==> config.mk <==
export PLATFORM = sky130hd
export DESIGN_NAME = jc_phase_decoder
export DESIGN_NICKNAME = d
export VERILOG_FILES = /design/src/rtl/jc_phase_decoder.sv
export SDC_FILE = /design/constraint.sdc
export NUM_CORES = 1
export LEC_CHECK = 0
export CORE_UTILIZATION = 46
export CTS_CLUSTER_DIAMETER = 200
export DETAILED_ROUTE_END_ITERATION = 12
export DONT_BUFFER_PORTS = 1
export GPL_TIMING_DRIVEN = 0
export PLACE_DENSITY = 0.64
export SLEW_MARGIN = 5
export SYNTH_ARGS = -nofsm -noshare
export SYNTH_HDL_FRONTEND = slang
export SYNTH_SLANG_ARGS = --single-unit
==> constraint.sdc <==
create_clock -name clk -period 2.8 [get_ports clk]
set_input_delay 0.56 -clock clk [delete_from_list [all_inputs] [get_ports clk]]
set_output_delay 0.56 -clock clk [all_outputs]
set_load 0.02 [all_outputs]
==> src/rtl/jc_phase_decoder.sv <==
// jc_phase_decoder: decodes an 8-bit Johnson counter code into a phase index,
// tracks lock to a monotonically advancing counter and flags faults.
//
// Ports:
//   clk       - clock, rising edge
//   clr       - asynchronous active-low reset
//   en        - sample qualifier; all state holds while low
//   jc_in     - 8-bit Johnson code from the upstream counter
//   err_clr   - request to leave FAULT
//   phase     - decoded phase index 0..15 (0 for an illegal code)
//   phase_oh  - one-hot phase (0 for an illegal code)
//   phase_vld - last sampled code was legal
//   locked    - FSM is in LOCKED
//   err       - sticky fault flag
//   wrap      - one-cycle pulse on a 15->0 advance while locked
//   wrap_cnt  - saturating count of wraps, cleared only by reset
module jc_phase_decoder #(
    parameter int unsigned LOCK_CNT = 4
) (
    input  logic        clk,
    input  logic        clr,
    input  logic        en,
    input  logic [7:0]  jc_in,
    input  logic        err_clr,
    output logic [3:0]  phase,
    output logic [15:0] phase_oh,
    output logic        phase_vld,
    output logic        locked,
    output logic        err,
    output logic        wrap,
    output logic [15:0] wrap_cnt
);

    localparam int unsigned CODE_W  = 8;
    localparam int unsigned IDX_W   = 4;
    localparam int unsigned WCNT_W  = 16;
    localparam logic [IDX_W-1:0]  LOCK_CNT_W = IDX_W'(LOCK_CNT);
    localparam logic [CODE_W-1:0] WRAP_PREV  = 8'h80;

    typedef enum logic [1:0] {
        ST_UNLOCK = 2'd0,
        ST_ACQ    = 2'd1,
        ST_LOCKED = 2'd2,
        ST_FAULT  = 2'd3
    } state_t;

    state_t              r_state;
    logic [IDX_W-1:0]    r_acq_cnt;
    logic [CODE_W-1:0]   r_prev;
    logic                r_prev_vld;
    logic [IDX_W-1:0]    r_phase;
    logic [15:0]         r_phase_oh;
    logic                r_phase_vld;
    logic                r_err;
    logic                r_wrap;
    logic [WCNT_W-1:0]   r_wrap_cnt;

    logic                w_legal;
    logic [IDX_W-1:0]    w_idx;
    logic [CODE_W-1:0]   w_succ;
    logic                w_adv;
    logic                w_hold;
    logic                w_skip;

    // Code for a given phase index: low run of ones for 0..7, high run of ones for 8..15.
    function automatic logic [CODE_W-1:0] jc_code(input logic [IDX_W-1:0] idx);
        logic [CODE_W-1:0] hi_mask;
        hi_mask = 8'hFF << idx[2:0];
        return idx[3] ? hi_mask : ~hi_mask;
    endfunction

    // Legality check and index decode by matching against all 16 legal codes.
    always_comb begin
        w_legal = 1'b0;
        w_idx   = '0;
        for (int i = 0; i < 16; i++) begin
            if (jc_in == jc_code(IDX_W'(i))) begin
                w_legal = 1'b1;
                w_idx   = IDX_W'(i);
            end
        end
    end

    // Classification against the previous legal sample; meaningless until prev is valid.
    assign w_succ = {r_prev[6:0], ~r_prev[7]};
    assign w_adv  = r_prev_vld && (jc_in == w_succ);
    assign w_hold = r_prev_vld && (jc_in == r_prev);
    assign w_skip = r_prev_vld && !w_adv && !w_hold;

    // Lock FSM, decode outputs and wrap counting.
    always_ff @(posedge clk or negedge clr) begin
        if (!clr) begin
            r_state     <= ST_UNLOCK;
            r_acq_cnt   <= '0;
            r_prev      <= '0;
            r_prev_vld  <= 1'b0;
            r_phase     <= '0;
            r_phase_oh  <= '0;
            r_phase_vld <= 1'b0;
            r_err       <= 1'b0;
            r_wrap      <= 1'b0;
            r_wrap_cnt  <= '0;
        end else begin
            r_wrap <= 1'b0;
            if (en) begin
                r_phase     <= w_legal ? w_idx : '0;
                r_phase_oh  <= w_legal ? (16'd1 << w_idx) : '0;
                r_phase_vld <= w_legal;
                if (!w_legal) begin
                    // An illegal code faults from any state, overriding err_clr.
                    r_state <= ST_FAULT;
                    r_err   <= 1'b1;
                end else begin
                    r_prev     <= jc_in;
                    r_prev_vld <= 1'b1;
                    case (r_state)
                        ST_UNLOCK: begin
                            r_state   <= ST_ACQ;
                            r_acq_cnt <= '0;
                        end
                        ST_ACQ: begin
                            if (w_adv) begin
                                r_acq_cnt <= IDX_W'(r_acq_cnt + 4'd1);
                                if (IDX_W'(r_acq_cnt + 4'd1) == LOCK_CNT_W) begin
                                    r_state <= ST_LOCKED;
                                end
                            end else if (w_skip) begin
                                r_acq_cnt <= '0;
                            end
                        end
                        ST_LOCKED: begin
                            if (w_skip) begin
                                r_state <= ST_FAULT;
                                r_err   <= 1'b1;
                            end else if (w_adv && (r_prev == WRAP_PREV)) begin
                                r_wrap <= 1'b1;
                                if (r_wrap_cnt != {WCNT_W{1'b1}}) begin
                                    r_wrap_cnt <= WCNT_W'(r_wrap_cnt + 16'd1);
                                end
                            end
                        end
                        ST_FAULT: begin
                            // Exit invalidates prev so the next legal sample only reloads it.
                            if (err_clr) begin
                                r_state    <= ST_UNLOCK;
                                r_err      <= 1'b0;
                                r_prev_vld <= 1'b0;
                            end
                        end
                        default: r_state <= ST_FAULT;
                    endcase
                end
            end
        end
    end

    assign phase     = r_phase;
    assign phase_oh  = r_phase_oh;
    assign phase_vld = r_phase_vld;
    assign locked    = (r_state == ST_LOCKED);
    assign err       = r_err;
    assign wrap      = r_wrap;
    assign wrap_cnt  = r_wrap_cnt;

endmodule

# [Word level (Yosys, flattened, before mapping)]
# Index checks and enable logic that the tools add are counted.
[word_totals] reg_bits=54 latch_bits=0 ramBits=0 mem_bits_ro=0 input_bits=12 wordCells=112 n_memories=0
[classes] addsub=2 multipliers=0 div_mod_pow=0 n_lt_le_gt_ge=0 n_eq_ne=29 shifts=1 n_mux=53 bitwise=2 reduce_logical=15
[op_table] cell="equality test 8 bit, second input constant" count=9
[op_table] cell="two-way mux 4 bit" count=17
[op_table] cell="two-way mux 1 bit" count=27
[op_table] cell="adder 16 x 1 -> 16 bit, second input constant" count=1
[op_table] cell="equality test 8 bit" count=2
[op_table] cell="two-way mux 16 bit" count=1
[op_table] cell="inequality test 16 bit, second input constant" count=1
[op_table] cell="<< shifter 1 x 4 -> 16 bit, first input constant" count=1
[op_table] cell="inequality test 3 bit, second input constant" count=4
[op_table] cell="two-way mux 2 bit" count=5
[op_table] cell="equality test 8 x 1 -> 1 bit, second input constant" count=1
[op_table] cell="equality test 8 x 2 -> 1 bit, second input constant" count=1
[op_table] cell="equality test 8 x 3 -> 1 bit, second input constant" count=1
[op_table] cell="equality test 8 x 4 -> 1 bit, second input constant" count=1
[op_table] cell="equality test 8 x 5 -> 1 bit, second input constant" count=1
[op_table] cell="equality test 8 x 6 -> 1 bit, second input constant" count=1
[op_table] cell="equality test 8 x 7 -> 1 bit, second input constant" count=1
[op_table] cell="logical NOT 8 bit" count=1
[op_table] cell="case mux 2 bit (4 select lines)" count=1
[op_table] cell="case mux 4 bit (2 select lines)" count=1
[op_table] cell="AND reduction 4 bit" count=2
[op_table] cell="inequality test 3 x 2 -> 1 bit, second input constant" count=2
[op_table] cell="AND reduction 6 bit" count=1
[op_table] cell="logical AND 1 bit" count=5
[op_table] cell="other kinds (11)" count=14

# [Logic depth before layout (Yosys ltp)]
# Gate-level depths: netlist (run 1).
[logic_depth] word_depth=19 ltp_mapped=10

# [Worst setup path before layout (run 1)]
# OpenSTA, ideal clock, no wires.
[synth_path] kind="register to register" from="reg r_state[0]" to="reg r_wrap_cnt[13], in the netlist wrap_cnt[13]" setup_ps=80 arrival_time_ps=2267 path_slack_ps=453 path_stages_with_launch=11 n_path_buf=2 synth_period_minus_slack_ps=2347 cell_sequence="dfrtp_1 inv_1 ha_1 or4bb_1 nor4_1 and4_1 buf_4 o31ai_4 buf_6 nor3_2 xor2_1"
[synth_via] elab_chain_len=2
[synth_rtl] element="start, declared" line="47" text="state_t r_state;"
[synth_rtl] element="start signal, assigned" line="93" text="r_state <= ST_UNLOCK;"
[synth_rtl] element="start signal, assigned" line="111" text="r_state <= ST_FAULT;"
[synth_rtl] element="start signal, assigned" line="118" text="r_state <= ST_ACQ;"
[synth_rtl] element="equality test 2 bit"
[synth_rtl] element="via locked" line="28" text="output logic locked,"
[synth_rtl] element="AND reduction 6 bit (no line)"
[synth_rtl] element="end signal, assigned" line="138" text="r_wrap_cnt <= WCNT_W'(r_wrap_cnt + 16'd1);"
[synth_rtl] element="end, declared" line="56" text="logic [WCNT_W-1:0] r_wrap_cnt;"
# The timed path passes the listed nets, and every way through them passes these cells.
# A chain may end at the register's enable or synchronous reset.

# [Final worst setup path (run 1)]
[layout_path] from="reg r_state[0]" to="reg r_wrap_cnt[4], in the netlist wrap_cnt[4]"
# Same word-level chain as after synthesis.

==> results of run 1 <==
==> placed cells by master, fill, tap and decap left out, types with 3 or more instances in the layout <==
master,synthesis,routed
nand2_1,14,14
nand4_1,5,5
dfrtp_1,54,54
clkbuf_8,0,5
xnor2_1,4,4
ha_1,8,7
mux2_2,9,9
nor3_1,8,8
o2bb2ai_1,17,17
buf_2,9,9
nand2b_1,9,9
a32oi_1,3,3
nor2_1,20,20
and3_1,5,5
a21oi_1,8,8
nor3_2,4,4
xor2_1,27,27
clkbuf_1,3,4
nand3_1,12,12
o21ai_0,11,11
nor4_1,6,6
inv_1,11,11
==> through the flow <==
step / worst slack, ps / hold slack (ps)
2_1_floorplan: 453.3 / 264.4
3_3_place_gp: 154.0 / 266.1
3_5_place_dp: 131.9 / 266.0
4_1_cts: 81.10 / 107.6
5_1_grt: 52.03 / 108.4
6_report: 204.5 / 94.34
==> synth_stat cells (2+ instances only) <==
cell type / instances
nand2b_1: 9
nand3_1: 12
inv_1: 11
o32a_1: 2
xor2_1: 27
clkbuf_1: 3
nand2_1: 14
nand4_1: 5
and2_1: 2
nor2b_1: 2
a22oi_1: 2
nor2_1: 20
nor4_1: 6
o221ai_1: 2
buf_2: 9
a21boi_0: 2
nor3_2: 4
o2bb2ai_1: 17
and4_1: 2
xnor2_1: 4
a32oi_1: 3
o21ai_0: 11
a21oi_1: 8
ha_1: 8
nor3_1: 8
mux2_2: 9
dfrtp_1: 54
and3_1: 5
==> flip-flops by register name (all words and copies together), names as in the netlist <==
| register | flops |
|---|---|
| wrap | 1 |
| phase_vld | 1 |
| r_prev_vld | 1 |
| r_prev | 8 |
| err | 1 |
| phase | 4 |
| r_acq_cnt | 4 |
| r_state | 2 |
| phase_oh | 16 |
| wrap_cnt | 16 |
==> worst register-to-register path, stage by stage (launching register included) <==
cell and delay, ps:
dfrtp_1 410, inv_1 140, ha_2 320, or4bb_1 500, nor4_1 190, and4_1 240
buf_4 150, o31ai_4 100, buf_6 170, nor2_1 140, xor2_1 160
==> final timing paths <==
path / end / cells after the start / startpoint / slack [ps]
worst max-delay path: wrap_cnt[4] / 10 / r_state[0] / 200
worst min-delay path: wrap / 1 / clr / 90
min in group clk: r_prev_vld / 2 / err_clr / 470
worst max register to register: wrap_cnt[4] / 10 / r_state[0] / 200
worst min register to register: r_prev_vld / 1 / r_prev_vld / 550
max in group asynchronous: phase[2] / 1 / clr / 2450
==> area by class of cell <==
cell class                 instances  area (um2)
inverter                          11       41.29
multi-input combinational        204        1470
clock buffer                       6       72.57
buffer                            14       75.07
clock inverter                     2       37.54
sequential                        54        1351
timing repair buffer               1       27.53
fill                             560        2856
tap                               75       93.84
==> timing repair <==
item | 4_1_cts | 5_1_grt
hold endpoints to repair | 54 | 0
setup buffers | 0 | 0
hold buffers | 1 | 0
endpoints found under the setup margin | 0 | 8
resized for setup | 0 | 1
==> power by group through the flow <==
stage / clock network, mW / registers [mW] / logic (mW)
2_1_floorplan: 0 / 0.898 / 0.165
3_3_place_gp: 0 / 0.913 / 0.192
3_5_place_dp: 0 / 0.914 / 0.197
4_1_cts: 0.540 / 0.898 / 0.218
5_1_grt: 0.565 / 0.908 / 0.246
6_report: 0.519 / 0.897 / 0.216
==> cells by family (layout without fill, tap and decap cells) <==
kind of cell	Yosys count	count (layout)	share of synthesized area, %
and+or+nand+nor	95	95	17.78
AOI/OAI and AO/OA	59	59	15.39
DFF	54	54	46.04
xor gates and xnor gates	31	31	9.250
buffers and inverters	25	34	3.964
muxes	11	11	4.177
adders and majority gates	8	8	3.410
==> routing by layer <==
metal / global-route usage (%) / vias to the layer above
met5: 0 / -
met4: 5.263 / 0
met3: 5.889 / 4
met2: 30.25 / 61
met1: 29.55 / 1017
li1: - / 1038
==> impl_metrics.json, run 1 <==
{
  "synth_top_area_share_pct": 46.04,
  "avgSynthCellArea_um2": 10.37,
  "ys_warn_count": 0,
  "grt_pass1_vias": 2108,
  "leakage_nw": 1.418,
  "ys_types": 50,
  "grt_max_degree": 55,
  "yosysTopAreaCell": "dfrtp_1",
  "cp.required_ps": 3030,
  "die-area_um2": 6704,
  "die_width_um": 81.88,
  "tns_ps": 0,
  "ant_nets": 0,
  "critPathTopFamily": "simple AND/OR/NAND/NOR gates",
  "p_switching_uw": 434.7,
  "path_buf_inv": 3,
  "setup_viol": 0,
  "pwr-share-clk_pct": 31.8,
  "row_count": 28,
  "worstSetupStartpointType": "flop",
  "syn_to_final_growth_pct": 7.971,
  "drt_iter0_drc": 121,
  "max_slew_margin_pct": 65.74,
  "crit_type": "flop to flop",
  "fmax_mhz": 385.3,
  "drive_above_1_share_pct": 12.67,
  "ir_worst_vdd_uv": 307.8,
  "numCtsBuffers": 5,
  "status": "finished clean",
  "initial_core_util_pct": 48.71,
  "cpPeakStageDelay_ps": 500,
  "wirelength_um": 6128,
  "placed_area_um2": 3029,
  "dr.max_layer_used": "met4",
  "crit_path_max_fanout": 10,
  "slew_viol_final": 0,
  "p_seq_share_pct": 55.0,
  "wl_met3_um": 443,
  "num-nets-final": 311,
  "vias": 2120,
  "max_cap_violations": 0,
  "clock_skew_ps": 10.49,
  "period_needed_ps": 2595,
  "synth_edf_count": 0,
  "synth_area_leaders": "dfrtp_1 (46%), xor2_1 (8.1%), o2bb2ai_1 (5.1%), mux2_2 (3.5%), ha_1 (3.4%)",
  "routedWlPerCell_um": 16.70,
  "final_core_util_pct": 52.60,
  "cp-end-kind": "flop",
  "io_pins": 52,
  "globalplace.congestion": 0.8731,
  "grt_setup_unrepaired": "no",
  "finalPower_mw": 1.631,
  "wl_met1_um": 2944,
  "num_antenna_cells": 0,
  "core_um2": 6026,
  "cts_tree": "built",
  "ys_seq_area_share_pct": 46.04,
  "dr.pass1.iters": 4,
  "ys_ff_latch": 54,
  "dp_cells": 358,
  "dpl.hpwl_um": 4400,
  "grt_overflow": 0,
  "viasPerCell": 5.777,
  "syn_nets": 303,
  "worst_pin_slew_ps": 514.0,
  "critPathSlowestCell": "or4bb_1",
  "power.internal_mw": 1.197,
  "p_comb_share_pct": 13.2,
  "dr_wl_met2_um": 2678,
  "drc": 0,
  "numClockSinks": 54,
  "stdcell_area_um2": 3169,
  "min_path_type": "input pin to async pin",
  "path_cells": "inv_1 > ha_2 > or4bb_1 > nor4_1 > and4_1 > buf_4 > o31ai_4 > buf_6 > nor2_1 > xor2_1",
  "io_buffers": 0,
  "grt_usage_pct": 20.56,
  "period_share_pct": 92.70,
  "root_buffer": "clkbuf_8",
  "synthCells": 283,
  "power_density_nw_per_um2": 514.8,
  "arrival_ps": 2820,
  "fin_cells": 367,
  "hold_violations": 0,
  "clk_pin_slew_ps": 100,
  "grt_pass1_wl_um": 10450,
  "clkLatencyLatePin_ps": 310,
  "synthFlopType": "dfrtp_1",
  "async_reset_ff_share_pct": 100.0,
  "htreeDepth": 2,
  "antenna_found_initial": 0,
  "clk_path_buf_depth": 2,
  "syn_area_um2": 2935,
  "die_y_um": 81.88,
  "swShare_pct": 26.65
}
Note: power is estimated with default switching activity, not from simulation.
==> inputs of run 2 (changes only) <==
- MAX_ROUTING_LAYER: not set -> met4
==> run 2 against run 1 <==
Final area unchanged. Total power up 0.15%. Non-clock buffer count unchanged. Clock skew down 1.7 ps. Sequential share of layout area unchanged. Die area unchanged. Combinational power about the same. Critical path type unchanged. First-iteration DRC count up 0.83%. Critical endpoint unchanged. Utilization unchanged.
==> impl_metrics.json, run 2 (synthesized netlist as in run 1, its figures left out) <==
{
  "grt_max_degree": 55,
  "r2r_setup_slack_ps": 210,
  "min_path_type": "input pin to async pin",
  "fillers": 560,
  "reg2reg_to": "wrap_cnt[4]",
  "row_count": 28,
  "fmax_mhz": 385.8,
  "clk_pin_slew_ps": 100,
  "numCtsBuffers": 5,
  "period_share_pct": 92.57,
  "drt_iter0_drc": 122,
  "grt_usage_pct": 21.16,
  "final_cell_mix": "dfrtp_1 (54), xor2_1 (27), nor2_1 (20)",
  "ir_worst_vdd_uv": 308.7,
  "antenna_found_initial": 0,
  "viasPerCell": 5.774,
  "num_antenna_cells": 0,
  "dr.pass1.iters": 5,
  "io_pins": 52,
  "worst_pin_slew_ps": 488.1,
  "ant_nets": 0,
  "crit_path_max_fanout": 10,
  "worstSetupStartpointType": "flop",
  "rr_worst_depth": 10,
  "clock_skew_ps": 8.780,
  "grt_setup_unrepaired": "no",
  "cp-end-kind": "flop",
  "slew_viol_final": 0,
  "hold_violations": 0,
  "wirelength_um": 6111,
  "die-area_um2": 6704,
  "initial_core_util_pct": 48.71,
  "root_buffer": "clkbuf_8",
  "globalplace.congestion": 0.8874,
  "cp.required_ps": 3030,
  "wl_met3_um": 402,
  "final_common_cell": "dfrtp_1",
  "leakage_nw": 1.418,
  "dpl.hpwl_um": 4400,
  "grt_pass1_vias": 2105,
  "rr_startpoint": "r_state[0]",
  "wl_met1_um": 2995,
  "dr.max_layer_used": "met4",
  "clk_path_buf_depth": 2,
  "num-nets-final": 311,
  "hold_ws_ps": 93.78,
  "vias": 2119,
  "grt_pass1_wl_um": 10450,
  "tns_ps": 0,
  "numClockSinks": 54,
  "die_width_um": 81.88,
  "multi_input_area_um2": 1470,
  "grt_overflow": 0,
  "power_density_nw_per_um2": 515.6,
  "cts_tree": "built",
  "arrival_ps": 2820,
  "regArea_um2": 1351,
  "routedWlPerCell_um": 16.65,
  "htreeDepth": 2,
  "max_slew_margin_pct": 67.46,
  "dr_wl_met2_um": 2648,
  "syn_to_final_growth_pct": 7.971,
  "status": "finished clean",
  "drive_above_1_share_pct": 12.67,
  "clkLatencyLatePin_ps": 310,
  "die_y_um": 81.88,
  "setup_viol": 0,
  "period_needed_ps": 2592,
  "drc": 0,
  "max_cap_violations": 0,
  "core_um2": 6026,
  "crit_type": "flop to flop",
  "io_buffers": 0
}
==> run 2: stage by stage <==
step,power (mW),cells,setup WS (ps),util (%),area [um2]
floorplan,1.062,283,453.3,-,2935
global placement,1.106,358,154.0,50.27,3029
detailed placement,1.111,358,131.9,50.27,3029
CTS,1.656,367,81.10,52.55,3167
global route,1.719,367,52.03,52.60,3169
finish,1.634,367,207.9,52.60,3169
==> run 2: worst max-delay path: stages, from the launching register on <==
cell and delay (ps):
dfrtp_1 410, inv_1 140, ha_2 320, or4bb_1 500, nor4_1 190, and4_1 240, buf_4 150, o31ai_4 100
buf_6 170, nor2_1 130, xor2_1 160
==> run 2: cell type report <==
cell class / instances / share of cell area, %
clock inverter: 2 / 1.184
timing repair buffer: 1 / 0.8685
sequential: 54 / 42.64
clock buffer: 6 / 2.290
buffer: 14 / 2.369
inverter: 11 / 1.303
tap: 75 / 2.961
multi-input combinational: 204 / 46.39
==> run 2: worst max path at each step <==
| stage | endpoint | cells after the start | slack (ps) | start |
|---|---|---|---|---|
| final | wrap_cnt[4] | 10 | 210 | r_state[0] |
| after floorplan | wrap_cnt[13] | 10 | 450 | r_state[0] |
| after global routing | wrap_cnt[13] | 10 | 50 | r_state[0] |
| after detailed placement | wrap_cnt[4] | 10 | 130 | r_state[0] |
| after CTS | wrap_cnt[4] | 10 | 80 | r_state[0] |
| after global placement | wrap_cnt[8] | 10 | 150 | r_state[0] |
==> run 2: repair_timing <==
action                     CTS  global route
hold buffers                 1             0
resized for setup            0             1
hold endpoints to repair    54             0
setup endpoints to repair    0             8
setup buffers                0             0
==> run 2: power by group <==
part           switching [mW]  internal [mW]
Sequential             0.0680          0.829
Combinational           0.115          0.101
Clock                   0.254          0.267
==> run 2: routing by layer <==
layer / global-route usage, % / vias to the layer above
met3: 5.222 / 5
met2: 30.25 / 62
met1: 29.97 / 1013
met4: 5.263 / 0
li1: - / 1039
met5: - / -
